$ cat src/rtl/por_status_reporter.sv
// Dual power-on-reset monitor: synchronize, debounce, sequence-check and
// queue state-change events for a consumer.
module por_status_reporter #(
  parameter int unsigned DEBOUNCE_CYCLES = 16,
  parameter logic [3:0]  CODE_ONE        = 4'h9,
  parameter logic [3:0]  CODE_BOTH       = 4'h5
) (
  input  logic       clock,
  input  logic       resetb,
  input  logic       por1_raw,
  input  logic       por2_raw,
  output logic [1:0] status,
  output logic [3:0] checkbits,
  output logic       evt_valid,
  output logic [2:0] evt_code,
  input  logic       evt_ack,
  output logic       fault,
  output logic       evt_overflow
);

  typedef enum logic [2:0] {
    IDLE  = 3'd0,
    ONE   = 3'd1,
    BOTH  = 3'd2,
    FAULT = 3'd3
  } state_e;

  localparam logic [7:0] CntMax = 8'(DEBOUNCE_CYCLES - 1);

  logic [1:0] sync1_q, sync2_q;
  logic [1:0] lvl_q, lvl_d;
  logic [7:0] cnt_q [2];
  logic [7:0] cnt_d [2];

  state_e     state_q, state_d;
  logic [1:0] status_q, status_d;
  logic [3:0] cb_q, cb_d;
  logic       fault_q, fault_d;

  logic [2:0] mem_q [4];
  logic [1:0] wr_q, wr_d;
  logic [1:0] rd_q, rd_d;
  logic [2:0] count_q, count_d;
  logic       ovf_q, ovf_d;
  logic       push, pop, full, wr_en;

  logic d1, d2;
  assign d1 = lvl_q[0];
  assign d2 = lvl_q[1];

  // Counter only runs while the synchronized sample disagrees with the level
  always_comb begin
    lvl_d = lvl_q;
    for (int i = 0; i < 2; i++) begin
      cnt_d[i] = 8'd0;
      if (sync2_q[i] != lvl_q[i]) begin
        if (cnt_q[i] == CntMax) begin
          lvl_d[i] = ~lvl_q[i];
        end else begin
          cnt_d[i] = cnt_q[i] + 8'd1;
        end
      end
    end
  end

  always_comb begin
    state_d = state_q;
    unique case (state_q)
      IDLE: begin
        if (d1 && d2)  state_d = BOTH;
        else if (d1)   state_d = ONE;
        else if (d2)   state_d = FAULT;
      end
      ONE: begin
        if (d2)        state_d = BOTH;
        else if (!d1)  state_d = IDLE;
      end
      BOTH: begin
        if (!d1)       state_d = FAULT;
        else if (!d2)  state_d = ONE;
      end
      FAULT: begin
        if (!d1 && !d2) state_d = IDLE;
      end
      default:         state_d = IDLE;
    endcase
  end

  always_comb begin
    status_d = 2'b00;
    cb_d     = 4'h0;
    unique case (state_d)
      IDLE: begin
        status_d = 2'b00;
        cb_d     = 4'h0;
      end
      ONE: begin
        status_d = 2'b01;
        cb_d     = CODE_ONE;
      end
      BOTH: begin
        status_d = 2'b11;
        cb_d     = CODE_BOTH;
      end
      FAULT: begin
        status_d = {d2, d1};
        cb_d     = 4'hF;
      end
      default: begin
        status_d = 2'b00;
        cb_d     = 4'h0;
      end
    endcase
    fault_d = fault_q | ((state_d == FAULT) && (state_q != FAULT));
  end

  // A pop frees a slot in the same edge, so full+push+pop is not an overflow
  always_comb begin
    push    = (state_d != state_q);
    pop     = evt_valid & evt_ack;
    full    = (count_q == 3'd4);
    wr_en   = push & (~full | pop);
    wr_d    = wr_en ? wr_q + 2'd1 : wr_q;
    rd_d    = pop ? rd_q + 2'd1 : rd_q;
    count_d = 3'(count_q + {2'b00, wr_en} - {2'b00, pop});
    ovf_d   = ovf_q | (push & full & ~pop);
  end

  always_ff @(posedge clock) begin
    if (!resetb) begin
      sync1_q  <= 2'b00;
      sync2_q  <= 2'b00;
      lvl_q    <= 2'b00;
      cnt_q[0] <= 8'd0;
      cnt_q[1] <= 8'd0;
      state_q  <= IDLE;
      status_q <= 2'b00;
      cb_q     <= 4'h0;
      fault_q  <= 1'b0;
      wr_q     <= 2'd0;
      rd_q     <= 2'd0;
      count_q  <= 3'd0;
      ovf_q    <= 1'b0;
    end else begin
      sync1_q  <= {por2_raw, por1_raw};
      sync2_q  <= sync1_q;
      lvl_q    <= lvl_d;
      cnt_q[0] <= cnt_d[0];
      cnt_q[1] <= cnt_d[1];
      state_q  <= state_d;
      status_q <= status_d;
      cb_q     <= cb_d;
      fault_q  <= fault_d;
      wr_q     <= wr_d;
      rd_q     <= rd_d;
      count_q  <= count_d;
      ovf_q    <= ovf_d;
    end
  end

  always_ff @(posedge clock) begin
    if (resetb && wr_en) begin
      mem_q[wr_q] <= state_d;
    end
  end

  assign status       = status_q;
  assign checkbits    = cb_q;
  assign fault        = fault_q;
  assign evt_overflow = ovf_q;
  assign evt_valid    = (count_q != 3'd0);
  assign evt_code     = evt_valid ? mem_q[rd_q] : 3'd0;

endmodule

$ cat config.mk
export PLATFORM = sky130hd
export DESIGN_NAME = por_status_reporter
export DESIGN_NICKNAME = d
export VERILOG_FILES = /design/src/rtl/por_status_reporter.sv
export SDC_FILE = /design/constraint.sdc
export NUM_CORES = 1
export LEC_CHECK = 0
export CORE_MARGIN = 4
export CORE_UTILIZATION = 30
export CTS_CLUSTER_DIAMETER = 60
export CTS_CLUSTER_SIZE = 8
export DETAILED_ROUTE_END_ITERATION = 8
export HOLD_SLACK_MARGIN = 0.08
export SLEW_MARGIN = 20
export SYNTH_ARGS = -nofsm -noshare
export SYNTH_HDL_FRONTEND = slang
export SYNTH_SLANG_ARGS = --single-unit
$ cat constraint.sdc
create_clock -name clock -period 5 [get_ports clock]
set_clock_uncertainty 0.05 [all_clocks]
set_input_delay 0.75 -clock clock [delete_from_list [all_inputs] [get_ports clock]]
set_output_delay 0.75 -clock clock [all_outputs]
set_load 0.05 [all_outputs]
After elaboration in Yosys (flattened, before gate mapping). Memory sizes are Yosys's and may differ from the RTL's. A register that Yosys moved wholly into a read port is not among the register bits. Index checks and enable logic that the tools add are counted.

Flip-flop bits (word level): 24. Bits in writable memories: 28. Bits of input ports: 5. Output and inout bits: 12. Word-level logic and storage cells: 80. Memories: 2.

Add/sub/neg operators: 6. Equality and inequality tests: 13. Muxes and demuxes: 24. Bitwise gates (word level): 13. Reductions and logical operators: 10.

Memory list: cnt_q (words 2, width 8, read ports 2, clocked after memory_dff 0, wr ports 2, RTL line 32) `logic [7:0] cnt_q [2];`; mem_q (words 4, width 3, read ports 1, clocked after memory_dff 1, wr ports 1, RTL line 40) `logic [2:0] mem_q [4];`.

Operators by type and width (number): 2-to-1 mux 8 bit (6); 2-to-1 mux 3 bit (9); adder 8 x 1 -> 8 bit, second input constant (2); equality test 8 x 4 -> 1 bit, second input constant (2); equality test 3 x 2 -> 1 bit, second input constant (4); one-hot mux 3 bit (4 select lines) (1); one-hot mux 4 bit (3 select lines) (1); equality test 3 x 1 -> 1 bit, second input constant (2); one-hot mux 2 bit (3 select lines) (1); bitwise OR 1 bit (5); adder 2 x 1 -> 2 bit, second input constant (2); AND 1 bit (4); logical AND 1 bit (4); 2-to-1 mux 1 bit (4); 2-to-1 mux 2 bit (2); NOT 1 bit (4); AND reduction 2 bit (2); adder 3 x 1 -> 3 bit (1); equality test 3 bit, second input constant (1); logical NOT 3 bit (1); inequality test 3 x 2 -> 1 bit, second input constant (1); inequality test 3 bit (1); nonzero test 3 bit (1); subtractor 3 x 1 -> 3 bit (1); other kinds (2) (4).

Longest topological paths before layout.
Word-level depth: 9. Depth in mapped cells: 10. Gate-level depth less buffers: 9.

Least setup slack after synthesis. OpenSTA, ideal clock, no wires.

Kind: reg2reg. Start: register count_q[1]. End: register count_q[2]. Library setup time: 0.115 ns. Arrival time: 2.528 ns. Required time: 4.835 ns. Slack: 2.307 ns. Cell stages (with the launch flop): 11. Buffers on the path: 1. Period minus slack after synthesis: 2.693 ns. Path through: dfxtp_1 -> or3_1 -> clkbuf_1 -> nand2_1 -> a2111oi_4 -> a21o_1 -> ha_1 -> inv_1 -> fa_1 -> xnor2_1 -> and2_1.

Longest elaborated chain between the ends: 6. Elaborated cells on any way between the ends: 8. Those cells by class: add/sub: 2; eq/ne: 1; bitwise: 4; reduce/logical: 1.

RTL lines: start, declared (RTL line 43) `logic [2:0] count_q, count_d;`; start signal, assigned (RTL line 156) `count_q <= count_d;`; nonzero test 3 bit (*) (RTL line 171) `assign evt_valid = (count_q != 3'd0);`; named net evt_valid (RTL line 14) `output logic evt_valid,`; AND 1 bit (*) (RTL line 120) `pop = evt_valid & evt_ack;`; bitwise OR 1 bit (RTL line 122) `wr_en = push & (~full | pop);`; AND 1 bit (RTL line 122); adder 3 x 1 -> 3 bit (RTL line 125) `count_d = 3'(count_q + {2'b00, wr_en} - {2'b00, pop});`; subtractor 3 x 1 -> 3 bit (*) (RTL line 125).

Mark *: on every way through the listed nets, which the timed path passes. The rest lies on a longest branch. A chain may end at the register's enable or synchronous reset.

==> results.json <==
{
  "hp-class": "flip-flop to flip-flop",
  "viasPerCell": 4.16,
  "fin_nets": 241,
  "crit_fanout": 3,
  "ant_nets": 0,
  "ff2ff_setup_slack_ns": 2.51,
  "path_class": "flip-flop to output pin",
  "grt_pass1_vias": 1366,
  "setup_tns_ns": 0,
  "crit_path_end_kind": "output pin",
  "worst_slack_ns": 2.09,
  "hpwl_mm": 2.48,
  "clockBufferDepth": 2,
  "worstPathArrival_ns": 2.11,
  "syn-cell-area_um2": 2250,
  "maxCapViolCount": 0,
  "setup_violations": 0,
  "finalHoldViolCount": 0,
  "clk_latency_ns": 0.30,
  "clkSinkCount": 54,
  "worst-slew-pin-transition_ns": 0.843,
  "gr-total-overflow": 0,
  "cp_data_required_time_ns": 4.20,
  "globalRouteTotalUtil_pct": 8.73,
  "drive_above_1_share_pct": 7.86,
  "yosysTopAreaCellShare_pct": 37.4,
  "synthDistinctLibCells": 40,
  "routed_wl_mm": 3.45,
  "area_delta_synth_final_pct": 16.8,
  "setup.worst_path.start_class": "flip-flop",
  "yosys_register_bits": 54,
  "yosysSeqAreaShare_pct": 53.5,
  "min_period_over_period_pct": 58.2,
  "num_vias": 1365,
  "synth_edf_count": 12,
  "p_leak_nw": 0.931,
  "wl_per_cell_um": 10.5,
  "pre_cts_ws_ns": 1.99,
  "drt-initial-drc-count": 79,
  "diodes": 0,
  "dpl.cell_count": 320,
  "synth_ff_type": "dfxtp_1",
  "ir_worst_vdd_uv": 152,
  "final_max_slew_viol_count": 0,
  "outcome": "finished clean",
  "cts-root-buf": "clkbuf_8",
  "r2r_end": "count_q[2]$_SDFF_PN0_",
  "worst_hold_startpoint": "cnt_q[0][8]$_SDFF_PP0_",
  "avgSynthCellArea_um2": 10.8,
  "place.gp.congestion": 0.784,
  "nFillCells": 738,
  "holdBufCountCts": 0,
  "fin_area_um2": 2630,
  "die-area_um2": 8940,
  "cts_setup_buffers": 0,
  "yosysTopAreaCell": "dfxtp_1",
  "power_density_nw_per_um2": 389,
  "async_reset_ff_share_pct": 0,
  "rows": 31,
  "cts-htree-levels": 2,
  "hold_depth": 1,
  "die_w_um": 94.5,
  "fp.dieH_um": 94.5,
  "antenna_found_initial": 0,
  "period_minus_slack_ns": 2.91,
  "max_slew_margin_pct": 43.6,
  "instances_no_fill": 328,
  "ys_top_cells_by_area": "dfxtp_1 (37%), edfxtp_1 (16%), and2_1 (4.7%)",
  "post-route-drc-count": 0,
  "clkTransAtPathRegs_ns": 0.09,
  "syn_inst": 208,
  "ctsResizeCount": 0,
  "cts_tree": "done",
  "max_freq_ghz": 0.343,
  "core_area_um2": 7250,
  "rsz0062_at_grt": "false",
  "grt_pass1_wl_mm": 6.18,
  "drt_first_pass_iters": 4,
  "portBuffers": 16,
  "ff2ff_path_depth": 9,
  "timing.rr.start": "lvl_q[0]$_SDFFE_PN0P_",
  "grt_max_degree": 32,
  "cts_made_buffers": 5,
  "ys_warn_count": 0,
  "hold_path_end": "cnt_q[0][8]$_SDFF_PP0_",
  "dpl-instance-area_um2": 2510,
  "start_util_pct": 31.0,
  "io_pins": 17
}
-- critical path: stages, from the launching register on --
cell             delay (ns)
dfxtp_1                0.44
mux4_2                 0.52
and2_1                 0.16
clkdlybuf4s50_1        0.69
-- routing by layer --
| layer | GRT usage (%) | up-vias | part of all wire (%) |
|---|---|---|---|
| met5 | 0 | - | 0 |
| li1 | - | 737 | - |
| met2 | 12.6 | 22 | 42 |
| met4 | 4.33 | 0 | 1.9 |
| met1 | 12.2 | 601 | 52 |
| met3 | 1.99 | 5 | 3.7 |
-- cells in the mapped netlist, drive strengths merged (5+ instances only) --
library cell,count
dfxtp,42
nor2,23
and2,17
nand2,14
edfxtp,12
xnor2,9
inv,8
a21oi,7
and3,7
ha,7
nor3,6
xor2,6
clkbuf,5
nand3,5
-- logic make-up after synthesis --
| kind of cell | share of synthesized area, % |
|---|---|
| AO/OA/AOI/OAI | 7.18 |
| XOR/XNOR | 5.85 |
| adder cells (fa/ha/maj) | 4.79 |
| buffers and inverters | 2.90 |
| flip-flops | 53.5 |
| multiplexers | 4.79 |
| other | 0.167 |
| AND/OR/NAND/NOR | 20.9 |
-- sequential cells by signal, indices dropped and copies added (netlist names), named ones only --
name          cells
fault             1
wr_q              2
sync2_q           2
count_q           3
checkbits         4
rd_q              2
evt_overflow      1
sync1_q           2
cnt_q            16
lvl_q             2
state_q           3
status            2
mem_q            12
-- through the flow --
stage / utilization [%] / hold WS (ns) / power (mW)
finish: 36.2 / 0.394 / 1.02
global route: 36.2 / 0.418 / 1.08
CTS: 36.2 / 0.401 / 1.04
detailed placement: 34.6 / 0.378 / 0.745
global placement: 34.6 / 0.365 / 0.742
floorplan: - / 0.362 / 0.682
-- how the worst max path moves through the flow --
stage	cells after the start	startpoint	endpoint	slack, ns
global route	3	flip-flop	evt_code[1]	1.99
CTS	3	flip-flop	evt_code[0]	2.05
finish	3	flip-flop	evt_code[0]	2.09
detailed placement	9	evt_ack	count_q[2]$_SDFF_PN0_	1.99
floorplan	10	count_q[1]$_SDFF_PN0_	count_q[2]$_SDFF_PN0_	2.31
global placement	9	evt_ack	count_q[2]$_SDFF_PN0_	2.04
-- layout make-up --
class | count | area (um^2) | share of cell area [%]
Sequential cell | 54 | 1200 | 45.8
Multi-Input combinational cell | 143 | 996 | 37.9
Timing Repair Buffer | 16 | 160 | 6.10
Tap cell | 99 | 124 | 4.72
Clock buffer | 5 | 68.8 | 2.62
Clock inverter | 3 | 45.0 | 1.72
Inverter | 8 | 30.0 | 1.14
-- power breakdown --
group	internal (mW)	switching [mW]
Sequential	0.474	0.0255
Clock	0.149	0.141
Combinational	0.101	0.130
-- layout by cell type, fill, tap and decap left out, types with 2 or more instances in the layout --
master            n
clkbuf_8          5
clkinvlp_4        2
mux2i_1           4
ha_1              7
nor2b_1           4
a21oi_1           7
clkdlybuf4s50_1  16
mux4_2            3
nand2_1          14
edfxtp_1         12
conb_1            5
and2_1           17
nand3_1           5
and3_1            6
nor3_1            6
nor2_1           23
xor2_1            6
nand2b_1          3
o21ai_0           3
dfxtp_1          42
nand4_1           2
nor4b_1           2
inv_1             8
xnor2_1           9
nor4_1            2
Power figures use the tool's default switching activity.
